--- src/rtl/bms_fp_pkg.sv ---
`default_nettype none
// ============================================================================
//  Module   : bms_fp_pkg
//  Purpose  : Shared FP32 field definitions, special-value constants, the
//             batch-sum sequencer state encoding and out_err bit positions.
//  Revision : 1.0  initial release
// ============================================================================
package bms_fp_pkg;

  localparam int EXP_W = 8;
  localparam int MAN_W = 23;
  localparam int BIAS  = 127;
  localparam int FP_W  = 1 + EXP_W + MAN_W;

  localparam logic [FP_W-1:0] FP_ZERO = 32'h0000_0000;
  localparam logic [FP_W-1:0] FP_QNAN = 32'h7FC0_0000;

  // out_err bit positions
  localparam int ERR_SPECIAL = 0;
  localparam int ERR_TIMEOUT = 1;
  localparam int ERR_W       = 2;

  typedef enum logic [1:0] {
    ST_COLLECT = 2'd0,
    ST_ADD     = 2'd1,
    ST_DONE    = 2'd2
  } seq_state_e;

  // All-ones exponent encodes Inf or NaN
  function automatic logic is_special(input logic [EXP_W-1:0] exp_f);
    return exp_f == {EXP_W{1'b1}};
  endfunction

endpackage
`default_nettype wire

--- src/rtl/fp_operand_buf.sv ---
`default_nettype none
// ============================================================================
//  Module   : fp_operand_buf
//  Purpose  : N_OPS x DATA_W operand register file. Inf/NaN operands are
//             replaced by +0 on write and a sticky flag records it.
//  Ports    : i_clr          clear sticky special flag
//             i_wr_en/idx/data  write port (sanitised on the way in)
//             i_rd_idx/o_rd_data  asynchronous read port
//             o_first_data   slot 0 contents
//             o_wr_clean     sanitised value of the incoming word
//             o_wr_special   incoming word is Inf/NaN
//             o_err_special  sticky flag: a special operand was zeroed
//  Revision : 1.0  initial release
// ============================================================================
module fp_operand_buf
  import bms_fp_pkg::*;
#(
  parameter int N_OPS  = 4,
  parameter int DATA_W = 32,
  parameter int IDX_W  = 2
) (
  input  logic              clk,
  input  logic              rst,
  input  logic              i_clr,
  input  logic              i_wr_en,
  input  logic [IDX_W-1:0]  i_wr_idx,
  input  logic [DATA_W-1:0] i_wr_data,
  input  logic [IDX_W-1:0]  i_rd_idx,
  output logic [DATA_W-1:0] o_rd_data,
  output logic [DATA_W-1:0] o_first_data,
  output logic [DATA_W-1:0] o_wr_clean,
  output logic              o_wr_special,
  output logic              o_err_special
);

  logic [DATA_W-1:0] r_mem [N_OPS];
  logic              r_err_special;

  assign o_wr_special = is_special(i_wr_data[DATA_W-2 -: EXP_W]);
  assign o_wr_clean   = o_wr_special ? FP_ZERO : i_wr_data;

  always_ff @(posedge clk) begin
    if (rst) begin
      for (int i = 0; i < N_OPS; i++) r_mem[i] <= '0;
      r_err_special <= 1'b0;
    end else begin
      if (i_clr) r_err_special <= 1'b0;
      if (i_wr_en) begin
        r_mem[i_wr_idx] <= o_wr_clean;
        if (o_wr_special) r_err_special <= 1'b1;
      end
    end
  end

  assign o_rd_data     = r_mem[i_rd_idx];
  assign o_first_data  = r_mem[0];
  assign o_err_special = r_err_special;

endmodule
`default_nettype wire

--- src/rtl/fp_sum_sequencer.sv ---
`default_nettype none
// ============================================================================
//  Module   : fp_sum_sequencer
//  Purpose  : Collects N_OPS FP32 operands and sums them through one shared
//             external FP32 adder using a req/ack handshake, with an adder
//             timeout and Inf/NaN operand zeroing.
//  Ports    : clk, rst                      clock, sync active-high reset
//             in_valid/in_ready/in_data     operand stream
//             add_req/add_a/add_b           request to shared adder
//             add_ack/add_res               adder result (1-cycle pulse)
//             out_valid/out_ready/out_sum   batch sum stream
//             out_err  bit0 special zeroed, bit1 adder timeout
//  Revision : 1.0  initial release
// ============================================================================
module fp_sum_sequencer
  import bms_fp_pkg::*;
#(
  parameter int N_OPS       = 4,
  parameter int DATA_W      = 32,
  parameter int TIMEOUT_CYC = 64
) (
  input  logic              clk,
  input  logic              rst,
  input  logic              in_valid,
  output logic              in_ready,
  input  logic [DATA_W-1:0] in_data,
  output logic              add_req,
  output logic [DATA_W-1:0] add_a,
  output logic [DATA_W-1:0] add_b,
  input  logic              add_ack,
  input  logic [DATA_W-1:0] add_res,
  output logic              out_valid,
  input  logic              out_ready,
  output logic [DATA_W-1:0] out_sum,
  output logic [ERR_W-1:0]  out_err
);

  localparam int IDX_W = (N_OPS > 1) ? $clog2(N_OPS) : 1;
  localparam int TMO_W = $clog2(TIMEOUT_CYC + 1);
  localparam logic [IDX_W-1:0] c_last_idx = IDX_W'(N_OPS - 1);
  localparam logic [TMO_W-1:0] c_tmo_last = TMO_W'(TIMEOUT_CYC - 1);

  seq_state_e        r_state;
  logic [IDX_W-1:0]  r_wr_idx;
  logic [IDX_W-1:0]  r_rd_idx;
  logic [TMO_W-1:0]  r_tmo;
  logic [DATA_W-1:0] r_acc;
  logic              r_add_req;
  logic              r_out_valid;
  logic [DATA_W-1:0] r_out_sum;
  logic [ERR_W-1:0]  r_out_err;

  logic              w_accept;
  logic              w_buf_clr;
  logic [DATA_W-1:0] w_rd_data;
  logic [DATA_W-1:0] w_first;
  logic [DATA_W-1:0] w_wr_clean;
  logic              w_wr_special;
  logic              w_err_special;
  logic              w_special_seen;

  // in_ready is forced low while rst is asserted so no word is taken then
  assign in_ready       = (r_state == ST_COLLECT) && !rst;
  assign w_accept       = in_valid && in_ready;
  assign w_buf_clr      = (r_state == ST_DONE) && out_ready;
  // Includes the word being accepted this cycle (matters when N_OPS==1)
  assign w_special_seen = w_err_special || (w_accept && w_wr_special);

  fp_operand_buf #(
    .N_OPS  (N_OPS),
    .DATA_W (DATA_W),
    .IDX_W  (IDX_W)
  ) u_buf (
    .clk           (clk),
    .rst           (rst),
    .i_clr         (w_buf_clr),
    .i_wr_en       (w_accept),
    .i_wr_idx      (r_wr_idx),
    .i_wr_data     (in_data),
    .i_rd_idx      (r_rd_idx),
    .o_rd_data     (w_rd_data),
    .o_first_data  (w_first),
    .o_wr_clean    (w_wr_clean),
    .o_wr_special  (w_wr_special),
    .o_err_special (w_err_special)
  );

  always_ff @(posedge clk) begin
    if (rst) begin
      r_state     <= ST_COLLECT;
      r_wr_idx    <= '0;
      r_rd_idx    <= '0;
      r_tmo       <= '0;
      r_acc       <= FP_ZERO;
      r_add_req   <= 1'b0;
      r_out_valid <= 1'b0;
      r_out_sum   <= FP_ZERO;
      r_out_err   <= '0;
    end else begin
      unique case (r_state)
        ST_COLLECT: begin
          if (w_accept) begin
            if (r_wr_idx == c_last_idx) begin
              if (N_OPS == 1) begin
                r_acc                  <= w_wr_clean;
                r_out_sum              <= w_wr_clean;
                r_out_valid            <= 1'b1;
                r_out_err[ERR_SPECIAL] <= w_special_seen;
                r_out_err[ERR_TIMEOUT] <= 1'b0;
                r_state                <= ST_DONE;
              end else begin
                r_acc     <= w_first;
                r_rd_idx  <= IDX_W'(1);
                r_tmo     <= '0;
                r_add_req <= 1'b1;
                r_state   <= ST_ADD;
              end
            end else begin
              r_wr_idx <= r_wr_idx + IDX_W'(1);
            end
          end
        end

        ST_ADD: begin
          // An ack on the timeout cycle takes priority over the timeout
          if (add_ack) begin
            r_acc <= add_res;
            r_tmo <= '0;
            if (r_rd_idx == c_last_idx) begin
              r_add_req              <= 1'b0;
              r_out_valid            <= 1'b1;
              r_out_sum              <= add_res;
              r_out_err[ERR_SPECIAL] <= w_special_seen;
              r_out_err[ERR_TIMEOUT] <= 1'b0;
              r_state                <= ST_DONE;
            end else begin
              r_rd_idx <= r_rd_idx + IDX_W'(1);
            end
          end else if (r_tmo == c_tmo_last) begin
            r_acc                  <= FP_QNAN;
            r_add_req              <= 1'b0;
            r_out_valid            <= 1'b1;
            r_out_sum              <= FP_QNAN;
            r_out_err[ERR_SPECIAL] <= w_special_seen;
            r_out_err[ERR_TIMEOUT] <= 1'b1;
            r_state                <= ST_DONE;
          end else begin
            r_tmo <= r_tmo + TMO_W'(1);
          end
        end

        ST_DONE: begin
          if (out_ready) begin
            r_out_valid <= 1'b0;
            r_out_err   <= '0;
            r_wr_idx    <= '0;
            r_rd_idx    <= '0;
            r_state     <= ST_COLLECT;
          end
        end

        default: r_state <= ST_COLLECT;
      endcase
    end
  end

  // Operands are presented only while a request is outstanding
  assign add_req   = r_add_req;
  assign add_a     = r_add_req ? r_acc     : FP_ZERO;
  assign add_b     = r_add_req ? w_rd_data : FP_ZERO;
  assign out_valid = r_out_valid;
  assign out_sum   = r_out_sum;
  assign out_err   = r_out_err;

endmodule
`default_nettype wire

--- config.mk ---
export PLATFORM = sky130hd
export DESIGN_NAME = fp_sum_sequencer
export DESIGN_NICKNAME = d
export VERILOG_FILES = /design/src/rtl/bms_fp_pkg.sv /design/src/rtl/fp_operand_buf.sv /design/src/rtl/fp_sum_sequencer.sv
export SDC_FILE = /design/constraint.sdc
export NUM_CORES = 1
export LEC_CHECK = 0
export ABC_AREA = 0
export CAP_MARGIN = 10
export CORE_AREA = 2 2 204 206
export CTS_BUF_LIST = sky130_fd_sc_hd__clkbuf_16
export DETAILED_ROUTE_END_ITERATION = 10
export DIE_AREA = 0 0 206 208
export GPL_TIMING_DRIVEN = 0
export HOLD_SLACK_MARGIN = 0.03
export PLACE_DENSITY = 0.39
export SKIP_CTS_REPAIR_TIMING = 1
export SLEW_MARGIN = 10
export SYNTH_ARGS = -nofsm -noshare
export SYNTH_HDL_FRONTEND = slang
export SYNTH_SLANG_ARGS = --single-unit
--- constraint.sdc ---
create_clock -name clk -period 3.05 [get_ports clk]
set_input_delay 0.7625 -clock clk [delete_from_list [all_inputs] [get_ports clk]]
set_output_delay 0.7625 -clock clk [all_outputs]
set_load 0.01 [all_outputs]
==> impl_metrics.ini <==
[drt]
drt_iter0_markers = 396
ant_nets = 0
drc = 0
wire_per_inst_um = 20.6
via_per_inst = 4.43
vias = 7070
dr.pass1.iters = 5
routed_wl_mm = 32.9

[clocking]
clk-insertion-delay-late_ns = 0.54
cts_root_buf = clkbuf_16
clk_pin_slew_ns = 0.06
cts_max_level = 1
ctsLongestPathBuffers = 3
tritoncts = done
numClockSinks = 212
cts_buffers = 27

[floorplan]
die_area_mm2 = 0.0428
core_region_area_mm2 = 0.0406
num_rows = 74
initial_core_util = 0.237
die_w_um = 206
chipHeight_um = 208
pin_count = 170

[logic_synthesis]
synth.cell_area_mm2 = 0.00960
synthSimpleGateAreaFrac = 0.172
yosys_warnings = 0
syn_inst = 837
yosysMostFrequentCell = edfxtp_1
yosys.area.top_type = edfxtp_1
netlist_top_cells_count = edfxtp_1 (128), nor2_1 (113), and2_1 (97), dfxtp_1 (84), a21oi_1 (62)
synth_edf_count = 128
synth_adder_area_share = 0.00912
asyncSetResetFlopFracSynth = 0
avgSynthCellArea_um2 = 11.5
synth_top_area_share = 0.400
synthMuxAreaShare = 0.0925
synth.area.top_cells = edfxtp_1 (40%), dfxtp_1 (18%), mux4_2 (7.5%), and2_1 (6.3%), nor2_1 (4.4%)
synth_nets = 913
synth_seq_cells = 212
synth_xor_area_frac = 0
synth_flop_cell = edfxtp_1
synth_top_family_by_area = simple AND/OR/NAND/NOR gates
synth-compound-area-share = 0.115
synth.distinct_cells = 57
ys_seq_area_frac = 0.575

[sta]
hold_slack_ns = 0.454
final.setup_skew_ns = 0.0157
slew_headroom = 0.519
max_slew.worst_pin.slew_ns = 0.715
slew_viol_final = 0
finalWorstPathRequiredPeriod_ns = 2.96
fmax_mhz = 338
final-hold-violation-count = 0
fin_crit_sh = 0.971
setup_viol = 0

[critical_path]
worst_setup_path_start_kind = flop
arrival_ns = 2.20
crit_type = reg -> out
crit_required_ns = 2.29
path_max_fanout = 10
cp-end-kind = primary output

[placed_design]
dp_hpwl_mm = 23.8
place.gp.congestion = 0.741
io_buffer_count = 168

[global_route]
overflow = 0
grt_max_degree = 26
grt_pass1_vias = 7243
groute.usage.overall = 0.152
grt_antenna_before_repair = 1
grt_pass1_wl_mm = 48.6

[outcome]
status = completed

[power]
finalPower_mw = 7.08
vdd_drop_max_mv = 0.346
leakagePower_nw = 5.35
p_per_area_mw_per_mm2 = 539

[final_layout]
syn2layout_area_growth_pct = 36.7
final.fill_count = 4151
drive_gt1_frac = 0.120
nets = 1120
multi_input_area_mm2 = 0.00374
seq_area_mm2 = 0.00553

[run]
cap_violations = 0

[worst_hold_path]
hold_path_class = reg -> reg
-- state kept, by name (all words and copies together) (netlist names), named ones only --
name,flops
u_buf.r_mem,128
out_sum,32
r_acc,32
r_tmo,7
out_err,2
r_rd_idx,2
r_state,2
r_wr_idx,2
add_req,1
out_valid,1
u_buf.o_err_special,1
-- through the flow --
step                      setup WS [ns]  utilization  cell area, um^2  instances  TNS (ns)
after global routing            -0.0102        0.324            13100       1596   -0.0270
after CTS                        -0.651        0.318            12900       1589    -28.96
final                            0.0883        0.324            13100       1596         0
after floorplan                   0.172            -             9600        837         0
after global placement            -1.26        0.295            11900       1537   -132.18
after detailed placement         -0.354        0.297            12000       1541    -25.78
-- power breakdown --
part | internal, mW | switching, mW
clock | 1.93 | 1.26
sequential | 3.16 | 0.0637
combinational | 0.303 | 0.360
-- final timing paths --
path,startpoint,to,slack (ns),cells past startpoint
setup reg to reg,r_state[0]$_SDFFE_PP0P_,u_buf.r_mem[2][14]$_SDFFCE_PN0P_,0.23,9
hold / removal,r_acc[28]$_SDFFE_PP0P_,r_acc[28]$_SDFFE_PP0P_,0.45,2
setup / recovery,add_req$_SDFFE_PP0P_,add_a[18],0.09,4
hold reg to reg,r_acc[28]$_SDFFE_PP0P_,r_acc[28]$_SDFFE_PP0P_,0.45,2
-- final cells by class --
class,count,share of cell area
Sequential cell,212,0.421
Multi-Input combinational cell,541,0.285
Timing Repair Buffer,180,0.145
Clock buffer,27,0.0515
Tap cell,532,0.0507
Buffer,66,0.0267
Clock inverter,21,0.0150
Inverter,16,0.00458
Antenna cell,1,0.000191
-- critical path, stage by stage, from the launching register on --
cell and delay [ns]:
dfxtp_1 0.36, clkbuf_4 0.28, clkbuf_4 0.26, and2_1 0.20
clkdlybuf4s50_1 0.55
-- cell families (layout without fill, tap and decap cells) --
group | count (synthesis) | after routing
and+or+nand+nor | 328 | 328
AOI/OAI and AO/OA | 158 | 158
buffers and inverters | 84 | 310
other | 0 | 1
muxes | 48 | 48
adders and majority gates | 7 | 7
DFF | 212 | 212
-- cell usage in the layout (no fill, tap or decap), types with 3 or more instances in the layout --
master	Yosys	layout
clkdlybuf4s50_1	0	135
edfxtp_1	128	128
nor2_1	113	113
and2_1	97	97
dfxtp_1	84	83
a21oi_1	62	62
nand2_1	57	54
clkbuf_1	47	35
dlymetal6s2s_1	0	33
mux4_2	32	32
nor2b_1	27	27
clkbuf_16	0	27
inv_1	16	24
a22o_1	24	24
a211oi_1	23	23
buf_2	15	13
mux2i_1	13	13
buf_4	1	12
a311o_1	9	9
a311oi_1	9	9
buf_12	0	7
ha_1	7	7
clkbuf_2	0	6
a31oi_1	5	5
nand4_1	4	4
nand2b_1	4	4
nand3_1	4	4
clkinv_1	0	4
bufinv_16	0	4
or2_2	3	3
nand2_2	0	3
nor3_1	3	3
a21boi_0	3	3
o21ai_0	3	3
clkinv_2	0	3
-- per-layer routing --
metal	wire length [um]	vias up	track usage
met3	1580	38	0.0232
met5	0	-	0
met2	15600	154	0.247
met4	473	0	0.0303
li1	-	3428	-
met1	15300	3450	0.214
Power figures use the tool's default switching activity.
